`src/rtl/fetch_sequencer_pkg.sv`:
```
// Shared definitions for the fetch sequencer: FSM states, command bytes, defaults.
package fetch_seq_pkg;

    typedef enum logic [2:0] {
        IDLE       = 3'd0,
        LOAD_ST    = 3'd1,
        RUN_ST     = 3'd2,
        STEP_WAIT  = 3'd3,
        STEP_PULSE = 3'd4,
        DONE       = 3'd5
    } state_t;

    localparam logic [7:0] CMD_LOAD = 8'h4C;
    localparam logic [7:0] CMD_RUN  = 8'h43;
    localparam logic [7:0] CMD_STEP = 8'h53;
    localparam logic [7:0] CMD_NEXT = 8'h4E;
    localparam logic [7:0] CMD_EXIT = 8'h58;

    localparam int unsigned DEFAULT_INSTR_W   = 32;
    localparam int unsigned DEFAULT_PC_W      = 32;
    localparam int unsigned DEFAULT_MEM_DEPTH = 64;
    localparam logic [31:0] DEFAULT_HALT_WORD = 32'hFFFF_FFFF;

endpackage

```
`src/rtl/fetch_sequencer_if.sv`:
```
// Command/program byte input, pipeline handshake and memory-write bus of the fetch sequencer.
interface fetch_sequencer_if #(
    parameter int unsigned INSTR_W = 32,
    parameter int unsigned PC_W    = 32
) ();

    logic [7:0]         rx_data;
    logic               rx_valid;
    logic               halt_detected;
    logic               mips_enable;
    logic               pc_enable;
    logic               wr_memory_instruction_enable;
    logic [INSTR_W-1:0] instruction_to_write;
    logic [PC_W-1:0]    address_to_write;
    logic               program_loaded;
    logic               load_error;
    logic [31:0]        cycle_count;
    logic [2:0]         state;

    // Host / pipeline side: supplies bytes and halt, observes everything else.
    modport master (
        output rx_data, rx_valid, halt_detected,
        input  mips_enable, pc_enable, wr_memory_instruction_enable,
               instruction_to_write, address_to_write, program_loaded,
               load_error, cycle_count, state
    );

    // Sequencer side.
    modport slave (
        input  rx_data, rx_valid, halt_detected,
        output mips_enable, pc_enable, wr_memory_instruction_enable,
               instruction_to_write, address_to_write, program_loaded,
               load_error, cycle_count, state
    );

endinterface

```
`src/rtl/fetch_sequencer_byte_word_assembler.sv`:
```
// Packs a byte stream big-endian into words; pulses word_valid the cycle after the last byte.
module byte_word_assembler #(
    parameter int unsigned WORD_W = 32
) (
    input  logic              clk,
    input  logic              reset,
    input  logic              clear,
    input  logic              byte_valid,
    input  logic [7:0]        byte_in,
    output logic [WORD_W-1:0] word,
    output logic              word_valid
);

    logic [WORD_W-1:0] shift_q;
    logic [1:0]        byte_cnt;

    // Shift bytes in; on the 4th byte latch the full word and raise a one-cycle valid.
    always_ff @(posedge clk or posedge reset) begin
        if (reset) begin
            shift_q    <= '0;
            byte_cnt   <= '0;
            word       <= '0;
            word_valid <= 1'b0;
        end else begin
            word_valid <= 1'b0;
            if (clear) begin
                shift_q  <= '0;
                byte_cnt <= '0;
            end else if (byte_valid) begin
                shift_q  <= {shift_q[WORD_W-9:0], byte_in};
                byte_cnt <= byte_cnt + 2'd1;
                if (byte_cnt == 2'd3) begin
                    word       <= {shift_q[WORD_W-9:0], byte_in};
                    word_valid <= 1'b1;
                end
            end
        end
    end

endmodule

```
`src/rtl/fetch_sequencer.sv`:
```
// Fetch sequencer: loads instruction memory from a byte stream, then runs or single-steps
// the pipeline via mips_enable/pc_enable until halt.
module fetch_sequencer
    import fetch_seq_pkg::*;
#(
    parameter int unsigned        INSTR_W   = DEFAULT_INSTR_W,
    parameter int unsigned        PC_W      = DEFAULT_PC_W,
    parameter int unsigned        MEM_DEPTH = DEFAULT_MEM_DEPTH,
    parameter logic [INSTR_W-1:0] HALT_WORD = DEFAULT_HALT_WORD
) (
    input  logic            clk,
    input  logic            reset,
    fetch_sequencer_if.slave bus
);

    localparam logic [PC_W-1:0] LAST_ADDR = PC_W'((MEM_DEPTH - 1) * 4);

    state_t             fsm_state;
    logic               mips_enable_q;
    logic [PC_W-1:0]    address_q;
    logic [31:0]        cycle_count_q;
    logic               program_loaded_q;
    logic               load_error_q;

    logic               asm_clear;
    logic               asm_byte_valid;
    logic [INSTR_W-1:0] asm_word;
    logic               asm_word_valid;

    // Bytes feed the assembler only while loading; a LOAD command restarts it.
    always_comb begin
        asm_clear      = bus.rx_valid && (bus.rx_data == CMD_LOAD) &&
                         ((fsm_state == IDLE) || (fsm_state == DONE));
        asm_byte_valid = bus.rx_valid && (fsm_state == LOAD_ST);
    end

    byte_word_assembler #(
        .WORD_W (INSTR_W)
    ) u_assembler (
        .clk        (clk),
        .reset      (reset),
        .clear      (asm_clear),
        .byte_valid (asm_byte_valid),
        .byte_in    (bus.rx_data),
        .word       (asm_word),
        .word_valid (asm_word_valid)
    );

    // Control FSM with address/cycle counters; enables are set on the edge entering an active state.
    always_ff @(posedge clk or posedge reset) begin
        if (reset) begin
            fsm_state        <= IDLE;
            mips_enable_q    <= 1'b0;
            address_q        <= '0;
            cycle_count_q    <= '0;
            program_loaded_q <= 1'b0;
            load_error_q     <= 1'b0;
        end else begin
            if (mips_enable_q) begin
                cycle_count_q <= cycle_count_q + 32'd1;
            end
            case (fsm_state)
                IDLE, DONE: begin
                    if (bus.rx_valid) begin
                        if (bus.rx_data == CMD_LOAD) begin
                            fsm_state        <= LOAD_ST;
                            address_q        <= '0;
                            program_loaded_q <= 1'b0;
                            load_error_q     <= 1'b0;
                        end else if ((bus.rx_data == CMD_RUN) && program_loaded_q) begin
                            fsm_state     <= RUN_ST;
                            mips_enable_q <= 1'b1;
                            cycle_count_q <= '0;
                        end else if ((bus.rx_data == CMD_STEP) && program_loaded_q) begin
                            fsm_state     <= STEP_WAIT;
                            cycle_count_q <= '0;
                        end
                    end
                end
                LOAD_ST: begin
                    // The write strobe is the assembler's registered pulse, so the
                    // address advances at the end of the strobe cycle.
                    if (asm_word_valid) begin
                        address_q <= address_q + PC_W'(4);
                        if (asm_word == HALT_WORD) begin
                            fsm_state        <= IDLE;
                            program_loaded_q <= 1'b1;
                        end else if (address_q == LAST_ADDR) begin
                            fsm_state        <= IDLE;
                            load_error_q     <= 1'b1;
                            program_loaded_q <= 1'b0;
                        end
                    end
                end
                RUN_ST: begin
                    if (bus.halt_detected) begin
                        fsm_state     <= DONE;
                        mips_enable_q <= 1'b0;
                    end
                end
                STEP_WAIT: begin
                    if (bus.halt_detected) begin
                        fsm_state <= DONE;
                    end else if (bus.rx_valid && (bus.rx_data == CMD_NEXT)) begin
                        fsm_state     <= STEP_PULSE;
                        mips_enable_q <= 1'b1;
                    end else if (bus.rx_valid && (bus.rx_data == CMD_EXIT)) begin
                        fsm_state <= DONE;
                    end
                end
                STEP_PULSE: begin
                    mips_enable_q <= 1'b0;
                    fsm_state     <= bus.halt_detected ? DONE : STEP_WAIT;
                end
                default: begin
                    fsm_state     <= IDLE;
                    mips_enable_q <= 1'b0;
                end
            endcase
        end
    end

    assign bus.mips_enable                  = mips_enable_q;
    assign bus.pc_enable                    = mips_enable_q;
    assign bus.wr_memory_instruction_enable = asm_word_valid;
    assign bus.instruction_to_write         = asm_word;
    assign bus.address_to_write             = address_q;
    assign bus.program_loaded               = program_loaded_q;
    assign bus.load_error                   = load_error_q;
    assign bus.cycle_count                  = cycle_count_q;
    assign bus.state                        = fsm_state;

endmodule

```
`src/flat_wrapper.sv`:
```
// flat-port wrapper written by rule: the top's interface ports become plain ports
module fetch_sequencer_flat import fetch_seq_pkg::*;
#(
    parameter int unsigned        INSTR_W   = DEFAULT_INSTR_W,
    parameter int unsigned        PC_W      = DEFAULT_PC_W,
    parameter int unsigned        MEM_DEPTH = DEFAULT_MEM_DEPTH,
    parameter logic [INSTR_W-1:0] HALT_WORD = DEFAULT_HALT_WORD
)
  (clk, reset, bus_rx_data, bus_rx_valid, bus_halt_detected, bus_mips_enable, bus_pc_enable, bus_wr_memory_instruction_enable, bus_instruction_to_write, bus_address_to_write, bus_program_loaded, bus_load_error, bus_cycle_count, bus_state);
  fetch_sequencer_if #(.INSTR_W(INSTR_W), .PC_W(PC_W)) bus_i ();
  input  logic clk;
  input  logic reset;
  input wire logic [$bits(bus_i.rx_data)-1:0] bus_rx_data;
  input wire logic [$bits(bus_i.rx_valid)-1:0] bus_rx_valid;
  input wire logic [$bits(bus_i.halt_detected)-1:0] bus_halt_detected;
  output wire logic [$bits(bus_i.mips_enable)-1:0] bus_mips_enable;
  output wire logic [$bits(bus_i.pc_enable)-1:0] bus_pc_enable;
  output wire logic [$bits(bus_i.wr_memory_instruction_enable)-1:0] bus_wr_memory_instruction_enable;
  output wire logic [$bits(bus_i.instruction_to_write)-1:0] bus_instruction_to_write;
  output wire logic [$bits(bus_i.address_to_write)-1:0] bus_address_to_write;
  output wire logic [$bits(bus_i.program_loaded)-1:0] bus_program_loaded;
  output wire logic [$bits(bus_i.load_error)-1:0] bus_load_error;
  output wire logic [$bits(bus_i.cycle_count)-1:0] bus_cycle_count;
  output wire logic [$bits(bus_i.state)-1:0] bus_state;
  assign bus_i.rx_data = bus_rx_data;
  assign bus_i.rx_valid = bus_rx_valid;
  assign bus_i.halt_detected = bus_halt_detected;
  assign bus_mips_enable = bus_i.mips_enable;
  assign bus_pc_enable = bus_i.pc_enable;
  assign bus_wr_memory_instruction_enable = bus_i.wr_memory_instruction_enable;
  assign bus_instruction_to_write = bus_i.instruction_to_write;
  assign bus_address_to_write = bus_i.address_to_write;
  assign bus_program_loaded = bus_i.program_loaded;
  assign bus_load_error = bus_i.load_error;
  assign bus_cycle_count = bus_i.cycle_count;
  assign bus_state = bus_i.state;
  fetch_sequencer #(.INSTR_W(INSTR_W), .PC_W(PC_W), .MEM_DEPTH(MEM_DEPTH), .HALT_WORD(HALT_WORD)) u_core (.clk(clk), .reset(reset), .bus(bus_i));
endmodule
```
`config.mk`:
```
export PLATFORM = sky130hd
export DESIGN_NAME = fetch_sequencer_flat
export DESIGN_NICKNAME = d
export VERILOG_FILES = /design/src/rtl/fetch_sequencer_pkg.sv /design/src/rtl/fetch_sequencer_if.sv /design/src/rtl/fetch_sequencer_byte_word_assembler.sv /design/src/rtl/fetch_sequencer.sv /design/src/flat_wrapper.sv
export SDC_FILE = /design/constraint.sdc
export NUM_CORES = 1
export LEC_CHECK = 0
export ABC_AREA = 0
export BUFFER_PORTS_ARGS = -buffer_cell sky130_fd_sc_hd__buf_2
export CORE_ASPECT_RATIO = 2
export CORE_UTILIZATION = 40
export DETAILED_ROUTE_END_ITERATION = 7
export GPL_TIMING_DRIVEN = 0
export MAX_ROUTING_LAYER = met4
export PLACE_DENSITY_LB_ADDON = 0.15
export SLEW_MARGIN = 20
export SYNTH_ARGS = -nofsm -noshare
export SYNTH_HDL_FRONTEND = slang
export SYNTH_SLANG_ARGS = --single-unit
```
`constraint.sdc`:
```
create_clock -name clk -period 6.2 [get_ports clk]
set_input_delay 0.31 -clock clk [delete_from_list [all_inputs] [get_ports clk]]
set_output_delay 0.31 -clock clk [all_outputs]
set_load 0.005 [all_outputs]
```
# Yosys cells after proc, flatten, opt, wreduce, memory -nomap -nowiden
# Index checks and enable logic that the tools add are counted.
[totals]
word_cells = 106
in_bits = 12
rom_bits = 0
memories = 0
regBits = 129
latchBits = 0
ramBits = 0
[classes]
n_bitwise = 2
eq_ne = 26
n_mux = 47
order_cmp = 0
addsub = 3
n_shift = 0
n_reduce_logical = 18
multipliers = 0
n_div = 0
[op_table]
columns = ["op", "count"]
rows = [
  ["$mux W32", 9],
  ["$pmux W32 S2", 1],
  ["$mux W24", 2],
  ["$eq A8 B7 Y1 const B", 5],
  ["$mux W3", 12],
  ["$add A32 B1 Y32 const B", 1],
  ["$add A32 B3 Y32 const B", 1],
  ["$eq A32 B32 Y1 const B", 1],
  ["$eq A32 B8 Y1 const B", 1],
  ["$mux W1", 17],
  ["$pmux W3 S5", 1],
  ["$ne A2 B2 Y1 const B", 7],
  ["$reduce_and A6 Y1", 2],
  ["$logic_and A1 B1 Y1", 7],
  ["$reduce_and A7 Y1", 1],
  ["$eq A3 B2 Y1 const B", 2],
  ["$eq A3 B3 Y1 const B", 2],
  ["$ne A2 B1 Y1 const B", 3],
  ["$reduce_and A5 Y1", 1],
  ["$mux W2", 2],
  ["$ne A4 B1 Y1 const B", 1],
  ["$ne A4 B2 Y1 const B", 1],
  ["$pmux W1 S2", 2],
  ["$pmux W1 S4", 1],
  ["other kinds (11)", 13],
]

# Logic depth before layout (Yosys ltp)
[depth]
word_depth = 7
depth_mapped = 9
ltp_nobuf = 6

# Cells and area by module
# From an unflattened synthesis, not the netlist that was laid out.
[unflattened]
cells_unflattened = 591
hier_area_um2 = 6368.6
[modules_own_cells]
columns = ["mod", "area_each_um2", "seq_area_each_um2", "n_inst", "cells_each"]
rows = [
  ["fetch_sequencer", 3951.3, 1701.6, 1, 435],
  ["byte_word_assembler", 2417.3, 1476.4, 1, 156],
]

# Worst setup path before layout
# Ideal clock, no wire load.
[synth_path]
path_type = "reg-to-reg"
from = "register u_core.address_q[2], in the netlist u_core.bus.address_to_write[2]"
to = "register u_core.fsm_state[0], in the netlist u_core.bus.state[0]"
stages_incl_launch_ff = 7
arrival_time_ns = 1.974
slack_ns = 4.098
period_less_slack_ns = 2.102
setup_ns = 0.128
cell_sequence = "dfrtp_1 -> ha_1 -> and3_1 -> nand3_1 -> o31a_1 -> a2111oi_4 -> mux2_1"
[synth_via]
elab_chain_len = 3
[synth_lines]
columns = ["element", "line", "rtl"]
rows = [
  ["start, declared", "fetch_sequencer.sv:20", "logic [PC_W-1:0] address_q;"],
  ["start signal, assigned", "fetch_sequencer.sv:84", "address_q <= address_q + PC_W'(4);"],
  ["$eq A32 B8 Y1", "fetch_sequencer.sv:88", "end else if (address_q == LAST_ADDR) begin"],
  ["$ne A3 B3 Y1 (no source line)", "n/a", ""],
  ["$reduce_and A6 Y1 (no source line)", "n/a", ""],
  ["end signal, assigned", "fetch_sequencer.sv:113", "fsm_state <= bus.halt_detected ? DONE : STEP_WAIT;"],
  ["end, declared", "fetch_sequencer.sv:18", "state_t fsm_state;"],
]
# No other way between the ends.
# A chain may end at the register's enable or synchronous reset.

# Worst setup path in the final report
[layout_path]
from = "register u_core.address_q[9], in the netlist u_core.bus.address_to_write[9]"
to = "register u_core.fsm_state[0], in the netlist u_core.bus.state[0]"
# The elaborated chain is that of the path after synthesis.

==> summary.md <==
Gate count after technology mapping: 575. Sorting the synthesized cells by how often they occur yields 127 x dfrtp_1, 38 x nor2_1, 37 x nand2_1, 37 x nand4_1, 33 x mux2_2. Sorting the synthesized cells by area gives the leading types as dfrtp_1 51%, mux2_2 6.0%, nand4_1 3.7%. The overall routing resource usage was 22.88%.

The sequential share of power is 37.0%. Class of the tightest hold or removal check: primary input to flop. In this run the post-CTS setup repair buffer count came out at 0. On the final layout, the worst clock skew is 0.01701 ns.

Across the VDD grid, the largest voltage drop is 0.2598 mV. The average wire per cell in the routed design works out to 18.79 µm. The die covers 16000 µm².

Along the worst path, the maximum fanout reaches 10. Flop and latch count out of synthesis: 127. TritonCTS built the clock tree. In the finished design, the share of the clock period the worst path needs comes to 40.25%. Via count of the first global-routing pass: 5310.

Power comes to 3.306 mW. The tools report the final number of max-transition violations as 0. In this run, CTS created clock tree buffers numbering 17.

The clock network burns 30.9% of the power. Number of vias after detailed routing: 5263. The internal portion of the total power is 2.127 mW. Biggest area consumer among synthesized cells: dfrtp_1. In the final design database the tool counted 725 nets.

The critical path goes through buf_2, nor4_1, nand4_1, o31a_1, a2111oi_4, mux2_1. The number of antenna violations at the first check in global routing was 0; the clock slew seen by the registers of the worst setup and hold paths was 0.06 ns. For the weighted congestion at the end of routability-driven global placement, the log shows 0.8677. For the final number of hold-violating endpoints, the log shows 0.

At the later pin of the worst-skew pair, clock insertion delay measures 0.42 ns. After synthesis, the share of flip-flops with an asynchronous set or reset is 100.0%. The initial standard-cell utilization of the core is 40.66%, and the switching share of total power is 35.65%. The post-cts sizing count was 0. The first routing iteration left 224 violations. In the final layout, flip-flops and latches occupy 3178 µm². In this run the biggest area consumer among cell types represents 51.38% of the synthesized area.

For the worst setup path, the data required time is 6.49 ns. The floorplan has 64 rows. After floorplanning, the core was sized to cover 15210 µm². The fraction of layout cells with a size suffix above 1 came out at 28.67%.

The filler cells instantiated in the layout total 1485. The maximum root-to-sink buffer count was 2; the slew at the pin closest to its max-slew limit was 0.7697 ns. In this run the cell area measured after placement is 7038 µm². Counting flops with a built-in enable in the synthesized netlist gives 0. The multi-input combinational cells in the finished layout cover a total of 2793 µm².

The number of buffer cells added on primary ports was 113; the relative contribution of combinational cells to total power was 32.1%. The type of the worst setup path was flop to flop. The tools report the cell chosen for the clock root as clkbuf_16.

The power density relative to cell area came out at 432.0 nW/µm². Pin placement for this block handled 116 I/O pins. The number of sinks handled by clock tree synthesis is 127, and the remaining global-route overflow is 0. The detail route stage leaves a number of antenna-violating nets equal to 0. Summed over all layers, the routed wires come to 17280 µm. The finished layout holds 920 standard cells, fillers aside.

The per-cell via count in the routed design works out to 5.721. The tools report the number of buffers inserted for hold repair after clock tree synthesis as 1. The die is 177.9 µm tall. Among all flip-flop cells after synthesis, the most frequent one is dfrtp_1. The analysis attributes to cell leakage a power of 3.322 nW. The max-capacitance violation count is 0, and the data arrival at the endpoint of the critical path is 2.79 ns. Setup total negative slack on the finished layout was measured at 0 ns. Each instance of the synthesized netlist takes up on average 10.76 µm². Detailed placement ended at an HPWL of 12550 µm. The area growth from synthesis to layout is 23.71%. The final critical-path required period came out at 2.495 ns.

Setup repair after global routing left no endpoint under its margin. The maximum cell stage delay along the critical path was 0.47 ns; the reported net switching power was 1.179 mW. The tools report the antenna cell count as 0. Entering global routing, the biggest net connects 72 pins. After synthesis, flip-flops and latches occupy 51.38% of the total area. For this run, the top clock speed supported by timing is 0.4008 GHz. After routing the design area is 7652 µm².

The die width came out at 89.94 µm. The element type at the critical path start was a flop. The global-route wire length before repair was 27830 µm. The total iterations of the first detailed-routing run came out at 7. The run finished with clean final reports. The slowest stage of the critical path belongs to the cell a2111oi_4. For the instance count after placement with tap cells included, the log shows 888. The total number of yosys warnings is 0, and the summed instance area of the synthesized netlist is 6186 µm². Setup violations remaining at the end of the flow were counted as 0. The clock tree synthesis step divided the H-tree into 4 levels. The post-route DRC violation count was 0. Headroom to the max-slew limit came out at 48.21%. The most common cell in the netlist is dfrtp_1. Endpoint type of the worst setup path: a flop.

The netlist uses 64 different library cells.
flip-flops by register name, indices dropped and copies added, names as in the netlist:
name,count
u_core.bus.program_loaded,1
u_core.bus.cycle_count,32
u_core.u_assembler.word_valid,1
u_core.bus.state,3
u_core.bus.address_to_write,30
u_core.u_assembler.word,32
u_core.bus.load_error,1
u_core.u_assembler.byte_cnt,2
u_core.bus.mips_enable,1
u_core.u_assembler.shift_q,24
final timing paths:
path,startpoint,end,slack [ns],cells past startpoint
max,u_core.bus.address_to_write[9],u_core.bus.state[0],3.70,6
min,bus_rx_data[6],u_core.u_assembler.shift_q[6],0.18,2
max reg2reg,u_core.bus.address_to_write[9],u_core.bus.state[0],3.70,6
min reg2reg,u_core.u_assembler.shift_q[18],u_core.u_assembler.shift_q[18],0.50,1
max in group asynchronous,reset,u_core.u_assembler.shift_q[20],5.04,4
min in group asynchronous,reset,u_core.bus.cycle_count[3],0.47,3
worst max-delay path: cells and delay by family, from the launching register on:
family                 cells  cell delay [ns]
AOI/OAI and AO/OA          2             0.86
and+or+nand+nor            2             0.60
DFF                        1             0.38
muxes                      1             0.36
buffers and inverters      1             0.17
cell type report:
type / instances / area share [%]
buffer: 41 / 2.469
clock buffer: 18 / 5.739
clock inverter: 13 / 2.158
inverter: 8 / 0.4905
multi-input combinational: 400 / 36.49
sequential: 127 / 41.53
tap: 198 / 3.237
timing repair buffer: 115 / 7.881
routing by layer:
layer	GRT usage [%]	share of wire, %	vias to the layer above	routed length, µm
met4	9.879	2.3	0	397
met2	42.47	56	132	9747
li1	-	-	2427	-
met5	-	0	-	0
met1	23.89	38	2677	6643
met3	3.428	2.9	27	495
power groups by stage:
stage | clock [mW] | sequential, mW | combinational, mW
finish | 1.02 | 1.22 | 1.06
global route | 1.08 | 1.25 | 1.16
CTS | 1.04 | 1.23 | 1.07
detailed placement | 0 | 1.24 | 1.05
global placement | 0 | 1.22 | 1.04
floorplan | 0 | 1.20 | 0.696
metrics by stage:
| step | worst slack (ns) | utilization, % | hold WS [ns] |
|---|---|---|---|
| 2_1_floorplan | 2.506 | - | 0.4426 |
| 5_1_grt | 3.534 | 50.30 | 0.1700 |
| 3_3_place_gp | 1.003 | 46.03 | 0.4710 |
| 3_5_place_dp | 3.751 | 46.26 | 0.3685 |
| 6_report | 3.705 | 50.30 | 0.1829 |
| 4_1_cts | 3.732 | 50.30 | 0.1738 |
cell usage in the layout (no fill, tap or decap), drive strengths merged, types with 4 or more instances in the layout:
master    netlist  final
o21a            4      4
or4            11     11
dfrtp         127    127
nand2b          6      6
mux2           34     34
and2            8      8
o31ai          20     20
clkbuf         22     40
o21ai          15     15
nand2          37     37
a21oi          18     18
a22o           25     25
nand3          18     18
buf            19    133
nor2           38     38
inv             8      9
xnor2           4      4
nor3           10     10
clkinv          0      5
nand4          37     37
clkinvlp        0      4
a21o            4      4
and3           12     12
and4           11     11
nor4           15     15
mux2i           6      6
xor2           25     25
kinds of logic (layout without fill, tap and decap cells):
logic type,after synthesis,count (layout),synth area share (%)
AOI/OAI and AO/OA,110,110,13.27
adders and majority gates,3,3,0.6069
DFF,127,127,51.38
and+or+nand+nor,216,216,19.88
muxes,40,40,7.160
other,1,2,0.06062
buffers and inverters,49,195,3.540
xor gates and xnor gates,29,29,4.106
(Power assumes the default switching activity.)
